`config.mk`:
```
export PLATFORM = sky130hd
export DESIGN_NAME = timer_dev
export DESIGN_NICKNAME = d
export VERILOG_FILES = /design/src/rtl/timer_pkg.sv /design/src/rtl/timer_dev.sv
export SDC_FILE = /design/constraint.sdc
export NUM_CORES = 1
export LEC_CHECK = 0
export CORE_AREA = 2 2 96 98
export CTS_BUF_LIST = sky130_fd_sc_hd__clkbuf_16
export DETAILED_ROUTE_END_ITERATION = 7
export DIE_AREA = 0 0 98 100
export MAX_ROUTING_LAYER = met4
export PLACE_DENSITY = 0.79
export SLEW_MARGIN = 30
export SYNTH_ARGS = -nofsm -noshare
export SYNTH_HDL_FRONTEND = slang
export SYNTH_SLANG_ARGS = --single-unit
```
`constraint.sdc`:
```
create_clock -name clk -period 3.2 [get_ports clk]
set_clock_uncertainty 0.15 [all_clocks]
set_input_delay 0.48 -clock clk [delete_from_list [all_inputs] [get_ports clk]]
set_output_delay 0.48 -clock clk [all_outputs]
set_load 0.05 [all_outputs]
```
`src/rtl/timer_pkg.sv`:
```
// Shared constants for the countdown timer device: register map, CTRL field
// positions, mode encodings and FSM state encoding.
package timer_pkg;

  localparam logic [1:0] ADDR_CTRL   = 2'd0;
  localparam logic [1:0] ADDR_PRESET = 2'd1;
  localparam logic [1:0] ADDR_COUNT  = 2'd2;

  localparam int CTRL_EN      = 0;
  localparam int CTRL_MODE_LO = 1;
  localparam int CTRL_MODE_HI = 2;
  localparam int CTRL_IM      = 3;

  localparam logic [1:0] MODE_ONESHOT = 2'd0;
  localparam logic [1:0] MODE_RELOAD  = 2'd1;

  typedef enum logic [1:0] {
    ST_IDLE = 2'd0,
    ST_LOAD = 2'd1,
    ST_CNT  = 2'd2,
    ST_INT  = 2'd3
  } state_e;

endpackage

```
`src/rtl/timer_dev.sv`:
```
// Programmable countdown timer with CTRL/PRESET/COUNT registers and a maskable
// interrupt request for one HWInt line.
module timer_dev
  import timer_pkg::*;
#(
  parameter int WIDTH  = 32,
  parameter int ADDR_W = 2
) (
  input  logic              clk,
  input  logic              rst_n,
  input  logic [ADDR_W-1:0] Addr,
  input  logic              Wen,
  input  logic [WIDTH-1:0]  DIn,
  output logic [WIDTH-1:0]  DOut,
  output logic              IRQ
);

  state_e           state_q, state_d;
  logic [3:0]       ctrl_q, ctrl_d;
  logic [WIDTH-1:0] preset_q, preset_d;
  logic [WIDTH-1:0] count_q, count_d;
  logic             irq_flag_q, irq_flag_d;

  logic en;
  logic reload;
  logic ctrlWr;
  logic presetWr;

  assign en       = ctrl_q[CTRL_EN];
  assign reload   = (ctrl_q[CTRL_MODE_HI:CTRL_MODE_LO] == MODE_RELOAD);
  assign ctrlWr   = Wen && (Addr == ADDR_CTRL);
  assign presetWr = Wen && (Addr == ADDR_PRESET);

  // Software writes clear the flag first so an FSM set in the same cycle wins,
  // while software CTRL writes are applied last so they override the En auto-clear.
  always_comb begin
    state_d    = state_q;
    ctrl_d     = ctrl_q;
    preset_d   = preset_q;
    count_d    = count_q;
    irq_flag_d = irq_flag_q;

    if (ctrlWr || presetWr) begin
      irq_flag_d = 1'b0;
    end

    case (state_q)
      ST_IDLE: begin
        if (en) begin
          state_d = ST_LOAD;
        end
      end
      ST_LOAD: begin
        count_d = preset_q;
        state_d = ST_CNT;
      end
      ST_CNT: begin
        if (!en) begin
          state_d = ST_IDLE;
        end else if (count_q <= WIDTH'(1)) begin
          count_d    = '0;
          irq_flag_d = 1'b1;
          state_d    = ST_INT;
        end else begin
          count_d = count_q - WIDTH'(1);
        end
      end
      ST_INT: begin
        if (reload) begin
          irq_flag_d = 1'b0;
          state_d    = ST_LOAD;
        end else begin
          ctrl_d[CTRL_EN] = 1'b0;
          state_d         = ST_IDLE;
        end
      end
      default: state_d = ST_IDLE;
    endcase

    if (ctrlWr) begin
      ctrl_d = DIn[3:0];
    end
    if (presetWr) begin
      preset_d = DIn;
    end
  end

  always_ff @(posedge clk or negedge rst_n) begin
    if (!rst_n) begin
      state_q    <= ST_IDLE;
      ctrl_q     <= {1'b0, MODE_ONESHOT, 1'b0};
      preset_q   <= '0;
      count_q    <= '0;
      irq_flag_q <= 1'b0;
    end else begin
      state_q    <= state_d;
      ctrl_q     <= ctrl_d;
      preset_q   <= preset_d;
      count_q    <= count_d;
      irq_flag_q <= irq_flag_d;
    end
  end

  always_comb begin
    case (Addr)
      ADDR_CTRL:   DOut = {{(WIDTH-4){1'b0}}, ctrl_q};
      ADDR_PRESET: DOut = preset_q;
      ADDR_COUNT:  DOut = count_q;
      default:     DOut = '0;
    endcase
  end

  assign IRQ = irq_flag_q & ctrl_q[CTRL_IM];

endmodule
```
==> results.md, run 1 <==
- Status: complete, no violations
- Clk sinks: 71
- Clk Latency, worst-skew pair: 340 ps
- Port Buffers: 69
- Worst EP arrival: 2990 ps
- Req. time, crit path: 3300 ps
- Max Root-Sink Buffers: 2
- PnR worst setup slack: 312.4 ps
- Setup Buffers After CTS: 0
- GRT Overall Usage: 24.98%
- Syn-to-layout area delta: 38.59%
- DRT Wirelength: 11.38 mm
- Slew at the pin with the worst max-slew slack: 763.4 ps
- Synth warn: 0
- Leak Pwr: 2.276 nW
- Clock transition at path regs: 60 ps
- Setup-failing EPs final: 0
- Multi-input combinational cell area: 2047 µm²
- Tot Pwr: 4.855 mW
- Register bit count reported by yosys: 71
- Crit-path max FO: 9
- H-Tree Depth: 3
- Peak VDD IR: 381.1 µV
- Clock root cell: clkbuf_16
- Asr flop ratio synth: 100.0%
- 1st-pass router iterations: 5
- Worst Setup Path Type: flop to flop
- Leading cell type in the layout, fill and taps excluded: dfrtp_1
- Crit Reg-Reg Startpoint: count_q[0]$_DFFE_PN0P_
- Max cap viols: 0
- Number of synthesized flops with an enable pin: 0
- Synthesized Nets: 444
- Via-to-Cell Ratio: 6.162
- Period utilization: 90.24%
- Fin. max-slew vios: 0
- Vias in the first global route: 3789
- Worst reg2reg path endpoint: count_q[28]$_DFFE_PN0P_
- Routed WL per cell: 19.25 µm
- Post-Syn Area: 3988 µm²
- CP Launch Type: flop
- Fillers: 730
- Worst-case reg-to-reg path depth: 8
- Worst R2R Setup Slack: 310 ps
- Post-Synthesis Cells: 405
- Min Tclk post-route: 2888 ps
- Crit end category: flop
- Finished Core Util: 62.17%
- Max Clk Rate: 346.3 MHz
- Area taken by flip-flops and latches: 1777 µm²
- Grt ovf: 0
- Ys flop type: dfrtp_1
- Initial Util: 44.86%
- Final non-filler cell total: 591
- CTS tree: yes
- RSZ-0062 raised after global routing: no
- Global-route wire length before repair: 19.14 mm
- Ports: 70
- Worst rel slew slack: 49.11%
- Die Wd: 98 µm
- HP Class: primary input to async pin
- Final net count: 514
- CTS buffer count: 9
- Sequential area share after synthesis: 44.56%
- DRC: 0
- Antenna cells: 0
- Initial antenna violation count: 0
- Most frequent cells in the layout: 71 x dfrtp_1, 36 x clkdlybuf4s50_1, 35 x mux2_2, 34 x buf_12, 29 x a22o_1
- Via count: 3642
- Final hold viol count: 0
- RD Place Congestion: 0.9779
- Synth Area per Inst: 9.846 µm²
- Distinct cells, synth: 52
- Die area: 9800 µm²
- Die Span Y: 100 µm
- Final setup TNS: 0 ps
- # hold bufs at CTS: 0
- Final ANT Viol Nets: 0
- Dpl ws: 415.5 ps
- CORE AREA: 8890 µm²
- Fin area: 5527 µm²
- Placed standard-cell area: 5189 µm²
- Largest net degree at the start of global routing: 41
- PwrDens: 878.6 nW/µm²
- Post-Place Cells: 575
- Number of DRC markers in iteration 0: 213
- Cell Rows: 35
- DP HPWL: 7.965 mm
- Hold Slack: 71.68 ps
- Post-cts sizing count: 0
- Layout cells sized above 1: 23.33%
critical path: stages (launching register included):
cell     delay (ps)
dfrtp_1         440
inv_1           120
ha_1            250
nor3b_1         440
nand2_1         350
or4_1           540
nor4_1          300
a21oi_1          80
o22ai_1         140
registers in the layout, summed over array words and instances, names as in the netlist:
register,count
irq_flag_q,1
ctrl_q,4
state_q,2
count_q,32
preset_q,32
worst max-delay path by stage:
stage / startpoint / end / slack, ps / cells past startpoint
floorplan: Addr[0] / DOut[0] / 600 / 3
finish: count_q[0]$_DFFE_PN0P_ / count_q[28]$_DFFE_PN0P_ / 310 / 8
global placement: count_q[0]$_DFFE_PN0P_ / count_q[28]$_DFFE_PN0P_ / 350 / 8
detailed placement: Addr[0] / DOut[13] / 420 / 5
global route: count_q[0]$_DFFE_PN0P_ / count_q[28]$_DFFE_PN0P_ / 130 / 8
CTS: count_q[0]$_DFFE_PN0P_ / count_q[28]$_DFFE_PN0P_ / 370 / 8
Yosys cell counts (5+ instances only):
master	n	share of area, %
dfrtp_1	71	45
mux2_2	35	9.9
a22o_1	29	6.4
nand2_1	27	2.5
nor2_1	25	2.4
clkbuf_1	24	2.3
o21ai_0	23	2.9
a21oi_1	13	1.6
inv_1	12	1.1
nor3_1	11	1.4
and2_1	10	1.6
nor4_1	10	1.6
nand3_1	9	1.1
a221o_1	8	2.0
o21ai_1	8	1.0
o22ai_1	8	1.3
a32oi_1	7	1.5
or4_1	7	1.3
or3_1	6	0.94
mux2i_1	5	1.3
routing by layer:
layer | GRT usage (%) | share of wire (%)
met2 | 39.15 | 49
met5 | - | 0
met1 | 32.11 | 43
met4 | 11.32 | 3.2
met3 | 4.109 | 5.1
kinds of logic (layout without fill, tap and decap cells):
group / Yosys count / after routing / share of synthesized area, %
adders and majority gates: 2 / 2 / 0.6274
and+or+nand+nor: 128 / 128 / 17.38
muxes: 40 / 40 / 11.14
buffers and inverters: 42 / 117 / 4.330
AOI/OAI and AO/OA: 121 / 121 / 21.75
xor gates and xnor gates: 1 / 1 / 0.2197
DFF: 71 / 71 / 44.56
layout make-up:
type	count	area share [%]
Clock inverter	7	2.038
Inverter	12	0.8150
Timing Repair Buffer	89	21.37
Multi-Input combinational cell	292	37.04
Tap cell	111	2.513
Clock buffer	9	4.075
Sequential cell	71	32.15
report_power, final:
group          total [mW]  internal, mW  switching [mW]
Combinational        2.10         0.946            1.15
Clock                1.14         0.757           0.383
Sequential           1.62          1.20           0.419
(Power assumes the default switching activity.)
==> inputs of run 2 (changes only) <==
--- a/config.mk
+++ b/config.mk
@@ -9,8 +9,10 @@
 export CTS_BUF_LIST = sky130_fd_sc_hd__clkbuf_16
 export DETAILED_ROUTE_END_ITERATION = 7
 export DIE_AREA = 0 0 98 100
+export GPL_ROUTABILITY_DRIVEN = 0
 export MAX_ROUTING_LAYER = met4
 export PLACE_DENSITY = 0.79
+export SKIP_CTS_REPAIR_TIMING = 1
 export SLEW_MARGIN = 30
 export SYNTH_ARGS = -nofsm -noshare
 export SYNTH_HDL_FRONTEND = slang
==> run 2 against run 1 <==
  * Final cell count shrank 1.5%
  * Sequential power is essentially flat
  * Worst setup slack gained 78 ps
  * Wire length shrank 6.4%
  * Via count grew 0.11%
  * Critical endpoint is now count_q[6]$_DFFE_PN0P_
  * Sequential cell count is the same
  * Clock-buffer cell count is the same
  * Utilization shrank 1.7 points
  * Die area is the same
  * Register-to-register slack gained 80 ps
==> results.md, run 2 (same netlist as run 1, synthesis figures left out) <==
- DRT Wirelength: 10.65 mm (-6.4%)
- CP cell instances: or2_2 -> or4_1 -> nor4_4 -> or2b_1 -> buf_12 -> o21ai_1 -> a221o_1
- DRC: 0 (unchanged)
- CTS buffer count: 9 (unchanged)
- Period utilization: 87.80% (-2.4 points)
- Max cap viols: 0 (unchanged)
- Initial antenna violation count: 0 (unchanged)
- Clock network fraction of design power: 18.9% (-4.6 points)
- Fin. max-slew vios: 0 (unchanged)
- DR WL met2: 5.410 mm (-2.2%)
- Setup-failing EPs final: 0 (unchanged)
- Max Clk Rate: 355.9 MHz (+2.8%)
- Vias in the first global route: 3661 (-3.4%)
- Final hold viol count: 0 (unchanged)
- GRT Overall Usage: 23.43% (-1.6 points)
- Status: complete, no violations
- HP Class: primary input to async pin
- Largest net degree at the start of global routing: 72 (+76%)
- Clk sinks: 71 (unchanged)
- Grt ovf: 0 (unchanged)
- Cell Rows: 35 (unchanged)
- Worst-case reg-to-reg path depth: 7 (-1)
- CORE AREA: 8890 µm² (unchanged)
- Layout cells sized above 1: 21.66% (-1.7 points)
- Clk Latency, worst-skew pair: 330 ps (about the same)
- Max Root-Sink Buffers: 2 (unchanged)
- CTS tree: yes
- P_sw: 1.888 mW (-3.4%)
- Crit path to: count_q[6]$_DFFE_PN0P_
- Final net count: 508 (-1.2%)
- Wire length on met1: 4.419 mm (-9.8%)
- Slew at the pin with the worst max-slew slack: 655.7 ps (-107.7 ps)
- Clock root cell: clkbuf_16
- Syn-to-layout area delta: 34.86%
- Global-route wire length before repair: 18.18 mm (-5.0%)
- Finished Core Util: 60.49% (-1.7 points)
- Die Span Y: 100 µm (unchanged)
- DP HPWL: 7.375 mm (-7.4%)
- Crit end category: flop
- Via-to-Cell Ratio: 6.265 (+1.7%)
- CP Launch Type: flop
- Final ANT Viol Nets: 0 (unchanged)
- Req. time, crit path: 3260 ps (-40 ps)
- RSZ-0062 raised after global routing: no
- Worst EP arrival: 2870 ps (-120 ps)
- Via count: 3646 (+0.11%)
- Worst rel slew slack: 56.29% (+7.2 points)
- Leak Pwr: 2.199 nW (-3.4%)
- Crit Reg-Reg Startpoint: count_q[29]$_DFFE_PN0P_
- Reg power frac: 36.2% (+2.9 points)
- Number of DRC markers in iteration 0: 228 (+7.0%)
- Min Tclk post-route: 2810 ps (-77.88 ps)
- Top Registers: count_q: 32 flops, preset_q: 32 flops, ctrl_q: 4 flops
- PwrDens: 837.0 nW/µm² (-4.7%)
- P_int: 2.613 mW (-9.9%)
- Worst R2R Setup Slack: 390 ps (+80 ps)
- Met3 WL: 642 µm (+11%)
- Peak VDD IR: 364.2 µV (-4.4%)
- Leading cell type in the layout, fill and taps excluded: dfrtp_1
- Routed WL per cell: 18.29 µm (-5.0%)
- Crit path launch: count_q[29]$_DFFE_PN0P_
- Port Buffers: 69 (unchanged)
- Clock transition at path regs: 50 ps (about the same)
- Die area: 9800 µm² (unchanged)
- H-Tree Depth: 3 (unchanged)
- CP peak stage delay: 520 ps (-20 ps)
- Ports: 70 (unchanged)
- Worst Setup Path Type: flop to flop
- Die Wd: 98 µm (unchanged)
- CP max stage cell: or4_1
- Net Sw Frac: 41.94% (+1.7 points)
- Final setup TNS: 0 ps (unchanged)
- Worst reg2reg path endpoint: count_q[6]$_DFFE_PN0P_
- 1st-pass router iterations: 7 (+2)
- Initial Util: 44.86% (unchanged)
- Crit-path max FO: 17 (+8)
- Antenna cells: 0 (unchanged)
- Combinational power share: 44.9% (+1.7 points)
- Top Layer Used: met4
- Most frequent cells in the layout: 71 x dfrtp_1, 36 x clkdlybuf4s50_1, 35 x mux2_2, 33 x buf_12, 29 x a22o_1
-- run 2: cell count changes in the layout (fill, tap and decap cells not counted), sizes merged --
| cell | previous run | this run |
|---|---|---|
| buf | 53 | 47 |
| bufinv | 3 | 0 |
-- run 2: cell type report --
| class | count | area [µm²] |
|---|---|---|
| Fill cell | 741 | 3512 |
| Multi-Input combinational cell | 292 | 2047 |
| Sequential cell | 71 | 1777 |
| Timing Repair Buffer | 83 | 1127 |
| Clock buffer | 9 | 225.2 |
| Tap cell | 111 | 138.9 |
| Inverter | 12 | 45.04 |
| Clock inverter | 4 | 17.52 |
-- run 2: worst min path at each step --
stage                        startpoint                  endpoint  slack [ps]  depth (start not counted)
2_1_floorplan                     rst_n    count_q[0]$_DFFE_PN0P_          30                          0
3_3_place_gp      ctrl_q[1]$_DFFE_PN0P_     ctrl_q[1]$_DFFE_PN0P_         360                          1
3_5_place_dp   preset_q[21]$_DFFE_PN0P_   count_q[21]$_DFFE_PN0P_         360                          2
4_1_cts                           rst_n   preset_q[5]$_DFFE_PN0P_         250                          2
5_1_grt                           rst_n   preset_q[5]$_DFFE_PN0P_         170                          2
6_report                          rst_n  preset_q[20]$_DFFE_PN0P_          70                          2
-- run 2: worst max-delay path, delay by kind of cell (launching register included) --
family / cells / cell delay (ps)
compound gates: 2 / 470
simple gates: 4 / 1440
flops: 1 / 440
buf+inv: 1 / 190
-- run 2: power groups by stage --
stage | clock network (mW) | registers (mW) | logic [mW]
global route | 0.897 | 1.68 | 2.18
CTS | 0.859 | 1.62 | 2.02
floorplan | 0 | 1.43 | 1.41
finish | 0.849 | 1.63 | 2.02
global placement | 0 | 1.61 | 1.96
detailed placement | 0 | 1.63 | 2.00
-- run 2: per-layer routing --
layer	track usage, %	up-vias
li1	-	1663
met1	29.09	1780
met2	39.04	179
met3	4.666	24
met4	7.158	0
met5	-	-
-- run 2: per-stage QoR --
| stage | hold slack, ps | cells | cell area (µm²) | setup slack [ps] | power [mW] |
|---|---|---|---|---|---|
| 2_1_floorplan | 34.41 | 405 | 3988 | 602.1 | 2.844 |
| 3_3_place_gp | 358.8 | 569 | 5131 | 463.3 | 3.567 |
| 3_5_place_dp | 360.4 | 569 | 5131 | 443.1 | 3.631 |
| 4_1_cts | 248.7 | 582 | 5374 | 419.4 | 4.494 |
| 5_1_grt | 167.9 | 582 | 5378 | 228.0 | 4.760 |
| 6_report | 71.19 | 582 | 5378 | 390.3 | 4.501 |
